===== config.mk =====
export PLATFORM = sky130hd
export DESIGN_NAME = instr_fetch_unit
export DESIGN_NICKNAME = d
export VERILOG_FILES = /design/src/rtl/instr_fetch_unit.sv
export SDC_FILE = /design/constraint.sdc
export NUM_CORES = 1
export LEC_CHECK = 0
export ABC_AREA = 1
export CORE_MARGIN = 1.5
export CORE_UTILIZATION = 46
export DETAILED_ROUTE_END_ITERATION = 6
export PLACE_DENSITY_LB_ADDON = 0.15
export SYNTH_ARGS = -nofsm -noshare
export SYNTH_HDL_FRONTEND = slang
export SYNTH_SLANG_ARGS = --single-unit

===== constraint.sdc =====
create_clock -name clk -period 1.5 [get_ports clk]
set_clock_uncertainty 0.15 [all_clocks]
set_input_delay 0.15 -clock clk [delete_from_list [all_inputs] [get_ports clk]]
set_output_delay 0.15 -clock clk [all_outputs]
set_load 0.05 [all_outputs]

===== src/rtl/instr_fetch_unit.sv =====
// Instruction fetch unit: reads 1- or 2-byte instructions from a byte-wide command
// memory and hands them to the controller over a valid/ready handshake.
module instr_fetch_unit #(
  parameter int ADDR_W       = 13,
  parameter int READ_LATENCY = 1,
  parameter int RESET_PC     = 0
) (
  input  logic              clk,
  input  logic              rst,
  input  logic              fetch_en,
  output logic [ADDR_W-1:0] address,
  output logic              mem_read,
  input  logic [7:0]        command,
  input  logic              pc_load,
  input  logic [ADDR_W-1:0] pc_in,
  output logic [15:0]       instr,
  output logic              instr_len,
  output logic [ADDR_W-1:0] instr_pc,
  output logic              instr_valid,
  input  logic              instr_ready
);

  typedef enum logic [1:0] {IDLE, RD0, RD1, HOLD} state_t;

  localparam int CNT_W = (READ_LATENCY > 1) ? $clog2(READ_LATENCY) : 1;

  state_t            state;
  logic [ADDR_W-1:0] pc;
  logic [ADDR_W-1:0] pc_next;
  logic [CNT_W-1:0]  wait_cnt;
  logic [7:0]        b0;
  logic              last;
  logic              two_byte;

  assign pc_next  = pc + ADDR_W'(1);
  assign last     = (wait_cnt == CNT_W'(READ_LATENCY - 1));
  // Opcodes 0xxx and 110x carry an operand byte; 10xx and 111x are single-byte.
  assign two_byte = ~command[7] | (command[7:5] == 3'b110);

  always_ff @(posedge clk or negedge rst) begin
    if (!rst) begin
      state       <= IDLE;
      pc          <= ADDR_W'(RESET_PC);
      address     <= '0;
      mem_read    <= 1'b0;
      wait_cnt    <= '0;
      b0          <= '0;
      instr       <= '0;
      instr_len   <= 1'b0;
      instr_pc    <= '0;
      instr_valid <= 1'b0;
    end else if (pc_load) begin
      // Redirect wins over everything: any partial fetch or held instruction is dropped.
      pc          <= pc_in;
      instr_valid <= 1'b0;
      wait_cnt    <= '0;
      if (fetch_en) begin
        state    <= RD0;
        mem_read <= 1'b1;
        address  <= pc_in;
      end else begin
        state    <= IDLE;
        mem_read <= 1'b0;
        address  <= '0;
      end
    end else begin
      case (state)
        IDLE: begin
          if (fetch_en) begin
            state    <= RD0;
            mem_read <= 1'b1;
            address  <= pc;
            wait_cnt <= '0;
          end
        end
        RD0: begin
          if (last) begin
            wait_cnt <= '0;
            b0       <= command;
            instr_pc <= pc;
            pc       <= pc_next;
            if (two_byte) begin
              state   <= RD1;
              address <= pc_next;
            end else begin
              state       <= HOLD;
              mem_read    <= 1'b0;
              address     <= '0;
              instr       <= {command, 8'h00};
              instr_len   <= 1'b0;
              instr_valid <= 1'b1;
            end
          end else begin
            wait_cnt <= wait_cnt + CNT_W'(1);
          end
        end
        RD1: begin
          if (last) begin
            wait_cnt    <= '0;
            pc          <= pc_next;
            state       <= HOLD;
            mem_read    <= 1'b0;
            address     <= '0;
            instr       <= {b0, command};
            instr_len   <= 1'b1;
            instr_valid <= 1'b1;
          end else begin
            wait_cnt <= wait_cnt + CNT_W'(1);
          end
        end
        HOLD: begin
          if (instr_ready) begin
            instr_valid <= 1'b0;
            if (fetch_en) begin
              state    <= RD0;
              mem_read <= 1'b1;
              address  <= pc;
            end else begin
              state <= IDLE;
            end
          end
        end
        default: state <= IDLE;
      endcase
    end
  end

endmodule


== Word-level counts from Yosys, hierarchy flattened ==
Cells that the tools add are included.

* Flip-flop bits (word level): 69
* Input port bits: 26
* Output and inout port bits: 45

* $add $sub $neg: 2
* Eq/ne operators: 13
* Mux-type cells: 42
* Bitwise gates (word level): 4
* Reductions and logical operators: 14

{| class="wikitable"
|+ Operator list
! cell !! count
|-
| 13-bit 2-to-1 mux || 10
|-
| 13-bit one-hot mux with 4 select lines || 1
|-
| 16-bit 2-to-1 mux || 3
|-
| 16-bit one-hot mux with 2 select lines || 1
|-
| 1-bit 2-to-1 mux || 17
|-
| 3-bit != test, second input constant || 5
|-
| 13-bit by 1-bit adder with 13-bit output, second input constant || 1
|-
| 2-bit 2-to-1 mux || 5
|-
| 5-bit AND reduction || 2
|-
| 2-bit != test, second input constant || 4
|-
| 2-bit one-hot mux with 4 select lines || 1
|-
| 4-bit AND reduction || 2
|-
| 3-bit AND reduction || 2
|-
| 2-bit == test, second input constant || 2
|-
| 1-bit one-hot mux with 2 select lines || 2
|-
| 1-bit one-hot mux with 4 select lines || 1
|-
| 2-bit AND reduction || 2
|-
| 2-bit nonzero test || 2
|-
| 4-bit nonzero test || 1
|-
| 3-bit == test, second input constant || 1
|-
| 1-bit inverter || 3
|-
| 1-bit one-hot mux with 3 select lines || 1
|-
| 3-bit nonzero test || 1
|-
| 2-bit by 1-bit == test with 1-bit output, second input constant || 1
|-
| 4 further kinds || 4
|}

== Longest topological paths before layout ==
Gate-level depths: netlist (run 1).

* Depth after elaboration: 6
* Mapped depth: 9
* Depth with buffers taken out: 9

== Least setup slack after synthesis (run 1) ==
Ideal clock, no wire load.

* Path type: register to register
* Start: register state[1]
* End: register address[10]
* Setup time: 0.125 ns
* Arrival: 1.411 ns
* Data required time: 1.225 ns
* Path slack: -0.186 ns
* Stages on the path, launching flop included: 9
* Path through: dfrtp_1 > inv_1 > ha_1 > inv_2 > nand3_1 > nand2_2 > buf_4 > nor3b_1 > a21oi_1

* Longest elaborated chain between the ends: 3

{| class="wikitable"
|+ Ends and longest elaborated chain
! what !! RTL line !! RTL
|-
| start, declared || 27 || <nowiki>state_t state;</nowiki>
|-
| start signal, assigned || 42 || <nowiki>state <= IDLE;</nowiki>
|-
| start signal, assigned || 58 || <nowiki>state <= RD0;</nowiki>
|-
| start signal, assigned || 62 || <nowiki>state <= IDLE;</nowiki>
|-
| 2-bit == test (tied with other cells) || 67 || <nowiki>case (state)</nowiki>
|-
| 13-bit one-hot mux with 4 select lines or 3-bit != test (tied branches) || n/a ||
|-
| 13-bit 2-to-1 mux or 3-bit AND reduction (tied branches) || n/a ||
|-
| end signal, assigned || 60 || <nowiki>address <= pc_in;</nowiki>
|-
| end signal, assigned || 72 || <nowiki>address <= pc;</nowiki>
|-
| end signal, assigned || 84 || <nowiki>address <= pc_next;</nowiki>
|-
| end, declared || 11 || <nowiki>output logic [ADDR_W-1:0] address,</nowiki>
|}

Several ways; a longest one is shown, not always the timed one.
A chain may end at the register's enable or synchronous reset.

== Worst setup path in the final report (run 1) ==
* Start: register state[1]
* End: register address[2]

Same word-level chain as after synthesis.

==> reports/qor.csv, run 1 <==
stage,metric,value,unit
floorplan,dieWidth,88.9,um
placed_design,hpwl,6730,um
power,p_total,13.9,mW
final_layout,syn_to_final_growth,68.8,%
timing,rsz0062_at_grt,yes,
timing,relSlewSlack,72.9,%
global_route,grt_max_degree,69,
clocking,cts_sinks,68,
clocking,cts_max_level,3,
final_layout,nets,569,
power,switching_share,45.8,%
timing,min_period,1.71,ns
worst_setup_path,crit_top_cell,buf_4,
timing,setup_tns,-5.66,ns
drt,post-route-drc-count,0,
synthesis,yosysTopAreaCell,dfrtp_1,
final_layout,fin_util,79.4,%
power,p_sw,6.36,mW
global_route,grt_pass1_vias,3321,
timing,tightest_slew,0.404,ns
power,p_leak,2.64,nW
floorplan,pin_count,71,
global_route,grt_util_all_layers,26.4,%
flow_run,cap_violations,0,
worst_setup_path,crit_path_cell_trace,"inv_2, ha_4, nand2_4, buf_4, buf_4, nor2_2, nand2_1, a21oi_2",
worst_setup_path,cpPeakStageDelay,0.38,ns
synthesis,synth-edff-count,0,
clocking,clock_path_buffers,2,
global_route,grt_pass1_wl,15800,um
global_route,grt_antenna_before_repair,0,
worst_setup_path,path_class,flip-flop to flip-flop,
synthesis,synthCells,412,
synthesis,ys_async_sr_fraction,100,%
floorplan,die_h,88.9,um
placed_design,gp_congestion,0.863,
timing,max_freq,586,MHz
power,power.density,2420,nW/um^2
timing,slew_viol_final,0,
global_route,gr-total-overflow,0,
timing,worst_slack,-0.207,ns
worst_setup_path,worstPathMaxFanout,4,
final_layout,num-fill-cells,457,
power,combPwrFrac,63.2,%
drt,wl_per_cell,16.3,um
power,peakVddDrop,1.43,mV
placed_design,placed_cell_area,5110,sq um
drt,final_antenna_net_count,0,
final_layout,drive_above_1_share,38.6,%
drt,first_iter_violations,216,
drt,wirelength,10500,um
power,clock_power_share,11.1,%
floorplan,core_area,7210,sq um
timing,hold_violations,0,
worst_setup_path,timing.rr.start,state[1],
worst_setup_path,rr_endpoint,address[2],
clocking,clk_latency,0.34,ns
synthesis,synth_top_area_share,50.1,%
synthesis,yosysWarnings,0,
timing,setup_viol,44,
synthesis,synth-main-ff-cell,dfrtp_1,
final_layout,diodes,0,
floorplan,start_util,47.1,%
worst_setup_path,reg2regPathDepth,8,
timing,fin_crit_sh,114,%
worst_setup_path,start_kind,flip-flop,
worst_setup_path,required,1.63,ns
synthesis,synth.area.top_cells,"dfrtp_1 (50%), nand2_1 (12%), o21ai_0 (6.5%)",
drt,viasPerCell,5.38,
timing,holdWs,0.200,ns
clocking,cts_made_buffers,9,
final_layout,design_area,5730,sq um
clocking,clock_tree.root_cell,clkbuf_8,
synthesis,ys_types,35,
run_status,failed_checks,negative setup slack,
synthesis,ys_ff_latch,68,
synthesis,syn_area,3400,sq um
synthesis,synth_fp_nets,444,
min_path,min_path_type,input pin to asynchronous set/reset pin,
power,p_int,7.53,mW
worst_setup_path,worstSetupEndpointType,flip-flop,
floorplan,die_area,7910,sq um
power,sequentialPowerShare,25.7,%
worst_setup_path,reg2reg_slack,-0.21,ns
worst_setup_path,cp.arrival,1.83,ns
drt,dr.pass1.iters,5,
clocking,cts_tree,yes,
synthesis,seq_area_frac_synth,50.1,%
floorplan,rows,31,
clocking,clk_pin_slew,0.08,ns
synthesis,avgSynthCellArea,8.24,sq um
drt,via_count,3448,
worst_setup_path,slowest_stage,dfrtp_1,
placed_design,io_buffers,70,
run_status,status,"complete, but fails checks",
-- critical path: cells and delay by family, from the launching register on --
| family | cells | cell delay, ns |
|---|---|---|
| simple gates | 3 | 0.28 |
| compound gates | 1 | 0.13 |
| flops | 1 | 0.38 |
| buf+inv | 3 | 0.38 |
| fa+ha+maj | 1 | 0.31 |
-- per-stage QoR --
step | cells | setup slack, ns
CTS | 638 | -0.191
finish | 641 | -0.207
detailed placement | 615 | -0.338
global placement | 615 | -0.288
global route | 641 | -0.253
floorplan | 412 | -0.0274
-- cells in the final DEF, fill, tap and decap left out, types with 3 or more instances in the layout --
cell type	netlist	final
nor3b_2	0	6
clkbuf_8	0	9
a21oi_1	22	12
buf_4	3	37
a21oi_2	0	10
nand4_1	3	3
inv_6	1	4
clkdlybuf4s50_1	0	24
o21ai_2	0	9
dfrtp_1	68	68
inv_1	28	25
xor2_1	4	4
nand3_1	25	17
nor2_2	5	14
clkinvlp_4	0	3
inv_2	4	4
nor2_1	45	30
nand2_4	1	5
buf_12	0	53
o21ai_0	44	24
nor2_4	2	8
nand2_1	109	103
ha_4	0	4
nand3_2	1	9
o21ai_1	1	12
buf_6	3	10
a31oi_1	6	6
nand2_2	3	6
-- power by group through the flow --
stage	sequential (mW)	clock (mW)	combinational [mW]
final	3.57	1.54	8.77
after global routing	3.66	1.65	9.24
after CTS	3.53	1.55	8.31
after detailed placement	3.54	0	7.81
after global placement	3.51	0	7.66
after floorplan	5.04	0	2.30
-- per-layer routing --
| metal | routed length (um) | GRT usage (%) | vias to the layer above |
|---|---|---|---|
| li1 | - | - | 1603 |
| met1 | 4300 | 35.1 | 1635 |
| met2 | 5100 | 41.6 | 175 |
| met3 | 757 | 5.26 | 35 |
| met4 | 310 | 12.9 | 0 |
| met5 | 0 | 0 | - |
-- final cells by class --
cell class	instances	area, sq um	area share (%)
Sequential cell	68	1700	29.7
Clock buffer	9	124	2.16
Clock inverter	7	75.1	1.31
Tap cell	99	124	2.16
Inverter	34	143	2.49
Timing Repair Buffer	128	1760	30.6
Multi-Input combinational cell	296	1810	31.5
-- Yosys cell counts, drive strengths merged, types with 6 or more instances --
cell type,number
a31oi,8
ha,6
nor2,53
inv,33
nand2,113
dfrtp,68
buf,11
nor3b,7
a21oi,22
nand3,26
o21ai,45
-- worst max path at each step --
stage,slack (ns),from,to,cells after the start
after floorplan,-0.03,state[1],instr[14],7
after global placement,-0.29,pc_load,address[9],8
after detailed placement,-0.34,pc_load,address[9],8
after CTS,-0.19,state[0],instr[12],8
after global routing,-0.25,state[1],address[6],9
final,-0.21,state[1],address[2],8
-- sequential cells by signal, indices dropped and copies added, names as in the netlist --
register	flops
instr	16
address	13
instr_pc	13
pc	13
b0	8
state	2
instr_len	1
instr_valid	1
mem_read	1
-- kinds of logic (layout without fill, tap and decap cells) --
group,count (synthesis),in the layout,share of synthesized area (%)
simple gates,204,205,26.5
flops,68,68,50.1
compound gates,80,80,13.2
buf+inv,49,178,6.78
fa+ha+maj,6,6,2.21
xor+xnor,5,5,1.29
-- repair_timing --
action                                 CTS  global route
endpoints found under the hold margin   68             0
setup endpoints to repair               42            56
pin swaps                               20            10
setup buffers                            5             3
cloned                                   2             1
gates resized for setup                 57            43
hold buffers                             1             0
Note: power is estimated with default switching activity, not from simulation.
==> run 2: changes to the inputs <==
--- a/config.mk
+++ b/config.mk
@@ -6,8 +6,9 @@
 export NUM_CORES = 1
 export LEC_CHECK = 0
 export ABC_AREA = 1
+export CAP_MARGIN = 10
 export CORE_MARGIN = 1.5
-export CORE_UTILIZATION = 46
+export CORE_UTILIZATION = 55
 export DETAILED_ROUTE_END_ITERATION = 6
 export PLACE_DENSITY_LB_ADDON = 0.15
 export SYNTH_ARGS = -nofsm -noshare
==> constraint.sdc (replaced) <==
create_clock -name clk -period 2.2 [get_ports clk]
set_clock_uncertainty 0.15 [all_clocks]
set_input_delay 0.22 -clock clk [delete_from_list [all_inputs] [get_ports clk]]
set_output_delay 0.22 -clock clk [all_outputs]
set_load 0.05 [all_outputs]
==> reports/qor.csv, run 2 (synthesis gave the netlist of run 1 again) <==
stage,metric,value,unit,change
run_status,status,finished clean,,
placed_design,post-place-cells,550,,-11%
final_layout,drive_above_1_share,8.94,%,-30 points
flow_run,cap_violations,0,,unchanged
worst_setup_path,required,2.31,ns,+0.68 ns
floorplan,core_area,5960,sq um,-17%
timing,min_period,2.04,ns,+0.332 ns
power,power.density,1660,nW/um^2,-31%
final_layout,design_area,4390,sq um,-23%
global_route,grt_pass1_wl,14100,um,-11%
timing,setup_tns,0,ns,+5.66 ns
drt,dr.pass1.iters,5,,unchanged
clocking,clk_pin_slew,0.08,ns,about the same
clocking,cts_sinks,68,,unchanged
final_layout,syn_to_final_growth,29.2,%,
drt,post-route-drc-count,0,,unchanged
floorplan,rows,28,,-9.7%
drt,final_antenna_net_count,0,,unchanged
placed_design,placed_cell_area,4160,sq um,-19%
final_layout,final_cell_mix,"nand2_1 (109), clkdlybuf4s50_1 (69), dfrtp_1 (68), nor2_1 (45), o21ai_0 (44)",,
timing,fin_crit_sh,92.7,%,-21 points
timing,slew_viol_final,0,,unchanged
floorplan,start_util,57.0,%,+9.9 points
timing,setup_viol,0,,-100%
clocking,cts_made_buffers,9,,unchanged
power,switching_share,48.5,%,+2.7 points
drt,via_count,3085,,-11%
timing,rsz0062_at_grt,no,,
clocking,post_cts_buffers,0,,-5
timing,tightest_slew,0.555,ns,+0.151 ns
power,clock_power_share,15.8,%,+4.7 points
power,p_total,7.29,mW,-47%
drt,first_iter_violations,320,,+48%
placed_design,io_buffers,70,,unchanged
final_layout,largest_register_ffs,16,,unchanged
final_layout,top_register,instr,,
power,p_sw,3.54,mW,-44%
final_layout,final_common_cell,nand2_1,,
power,sequentialPowerShare,30.4,%,+4.7 points
placed_design,gp_congestion,0.891,,+3.3%
min_path,min_path_type,input pin to asynchronous set/reset pin,,
clocking,clock_tree.root_cell,clkbuf_8,,
drt,viasPerCell,5.44,,+1.1%
worst_setup_path,crit_family,buffers and inverters,,
global_route,grt_max_degree,43,,-38%
global_route,grt_pass1_vias,2943,,-11%
timing,hold_violations,0,,unchanged
worst_setup_path,path_class,flip-flop to flip-flop,,
power,peakVddDrop,1.05,mV,-26%
floorplan,die_area,6650,sq um,-16%
power,combPwrFrac,53.8,%,-9.4 points
final_layout,finalNonFillerCells,567,,-12%
global_route,grt_antenna_before_repair,0,,unchanged
clocking,clk_latency,0.34,ns,about the same
worst_setup_path,worstSetupEndpointType,flip-flop,,
power,p_int,3.75,mW,-50%
floorplan,pin_count,71,,unchanged
clocking,cts_tree,yes,,
final_layout,fin_util,73.7,%,-5.8 points
floorplan,dieWidth,81.6,um,-8.3%
floorplan,die_h,81.6,um,-8.3%
timing,relSlewSlack,63.0,%,-9.9 points
placed_design,hpwl,6070,um,-9.8%
worst_setup_path,cp.arrival,2.15,ns,+0.32 ns
worst_setup_path,slowest_stage,ha_1,,
final_layout,nets,519,,-8.8%
global_route,gr-total-overflow,0,,unchanged
drt,wirelength,8530,um,-19%
clocking,cts_repair_resize_count,0,,-100%
timing,max_freq,490,MHz,-16%
worst_setup_path,start_kind,flip-flop,,
worst_setup_path,crit_buf_inv,4,,+1
clocking,clock_path_buffers,2,,unchanged
worst_setup_path,cpPeakStageDelay,0.42,ns,+0.04 ns
final_layout,num-fill-cells,480,,+5.0%
clocking,cts_max_level,3,,unchanged
final_layout,diodes,0,,unchanged
worst_setup_path,crit_top_cell,inv_2,,
global_route,grt_util_all_layers,28.2,%,+1.7 points
drt,wl_per_cell,15.0,um,-8.0%
worst_setup_path,crit_path_cell_trace,"inv_1, ha_1, inv_2, nand3_1, nand2_2, inv_2, buf_4, nor2_1, a21oi_1",,
power,p_leak,2.03,nW,-23%
worst_setup_path,worstPathMaxFanout,11,,+7
run 2: cell count changes in the layout (fill, tap and decap cells not counted), sizes merged:
cell	delta
buf	-92
bufinv	+1
clkbuf	+1
clkdlybuf4s50	+45
clkinvlp	-2
inv	-2
nand2	-1
run 2: per-layer routing:
layer	up-vias	wire, um	track usage [%]
li1	1494	-	-
met1	1446	3880	39.9
met2	127	3860	43.2
met3	18	639	5.89
met4	0	154	9.66
met5	-	0	0
run 2: what timing repair did:
action	4_1_cts	5_1_grt
endpoints found under the setup margin	0	2
endpoints found under the hold margin	23	0
hold buffers	1	0
run 2: worst register-to-register path, cell delays in order (launching register included):
cell,delay [ns]
dfrtp_1,0.39
inv_1,0.10
ha_1,0.42
inv_2,0.06
nand3_1,0.08
nand2_2,0.17
inv_2,0.24
buf_4,0.19
nor2_1,0.04
a21oi_1,0.12
run 2: area by class of cell:
class / instances / area, sq um / area share [%]
flip-flops and latches: 68 / 1700 / 38.8
clock buffers: 12 / 145 / 3.31
clock inverters: 4 / 72.6 / 1.65
inverters: 34 / 133 / 3.02
repair buffers: 79 / 778 / 17.7
well taps: 75 / 93.8 / 2.14
multi-input cells: 295 / 1460 / 33.4
run 2: metrics by stage:
step,worst slack [ns],hold WS [ns]
4_1_cts,0.177,0.251
6_report,0.161,0.253
2_1_floorplan,0.514,-0.226
3_5_place_dp,0.107,0.0960
3_3_place_gp,0.156,0.0825
5_1_grt,0.0183,0.302
run 2: final timing paths:
kind / start / to / slack (ns) / cells after the start
max: state[1] / address[11] / 0.16 / 9
min: rst / b0[4] / 0.25 / 2
max reg2reg: state[1] / address[11] / 0.16 / 9
min reg2reg: instr_pc[4] / instr_pc[4] / 0.34 / 2
max in group asynchronous: rst / instr_pc[0] / 0.92 / 3
min in group clk: pc_in[8] / pc[8] / 0.30 / 3
run 2: power by group through the flow:
| stage | Clock, mW | Combinational [mW] | Sequential, mW |
|---|---|---|---|
| floorplan | 0 | 1.46 | 3.43 |
| CTS | 1.16 | 3.92 | 2.21 |
| detailed placement | 0 | 3.89 | 2.23 |
| finish | 1.15 | 3.92 | 2.22 |
| global placement | 0 | 3.83 | 2.21 |
| global route | 1.21 | 4.23 | 2.28 |
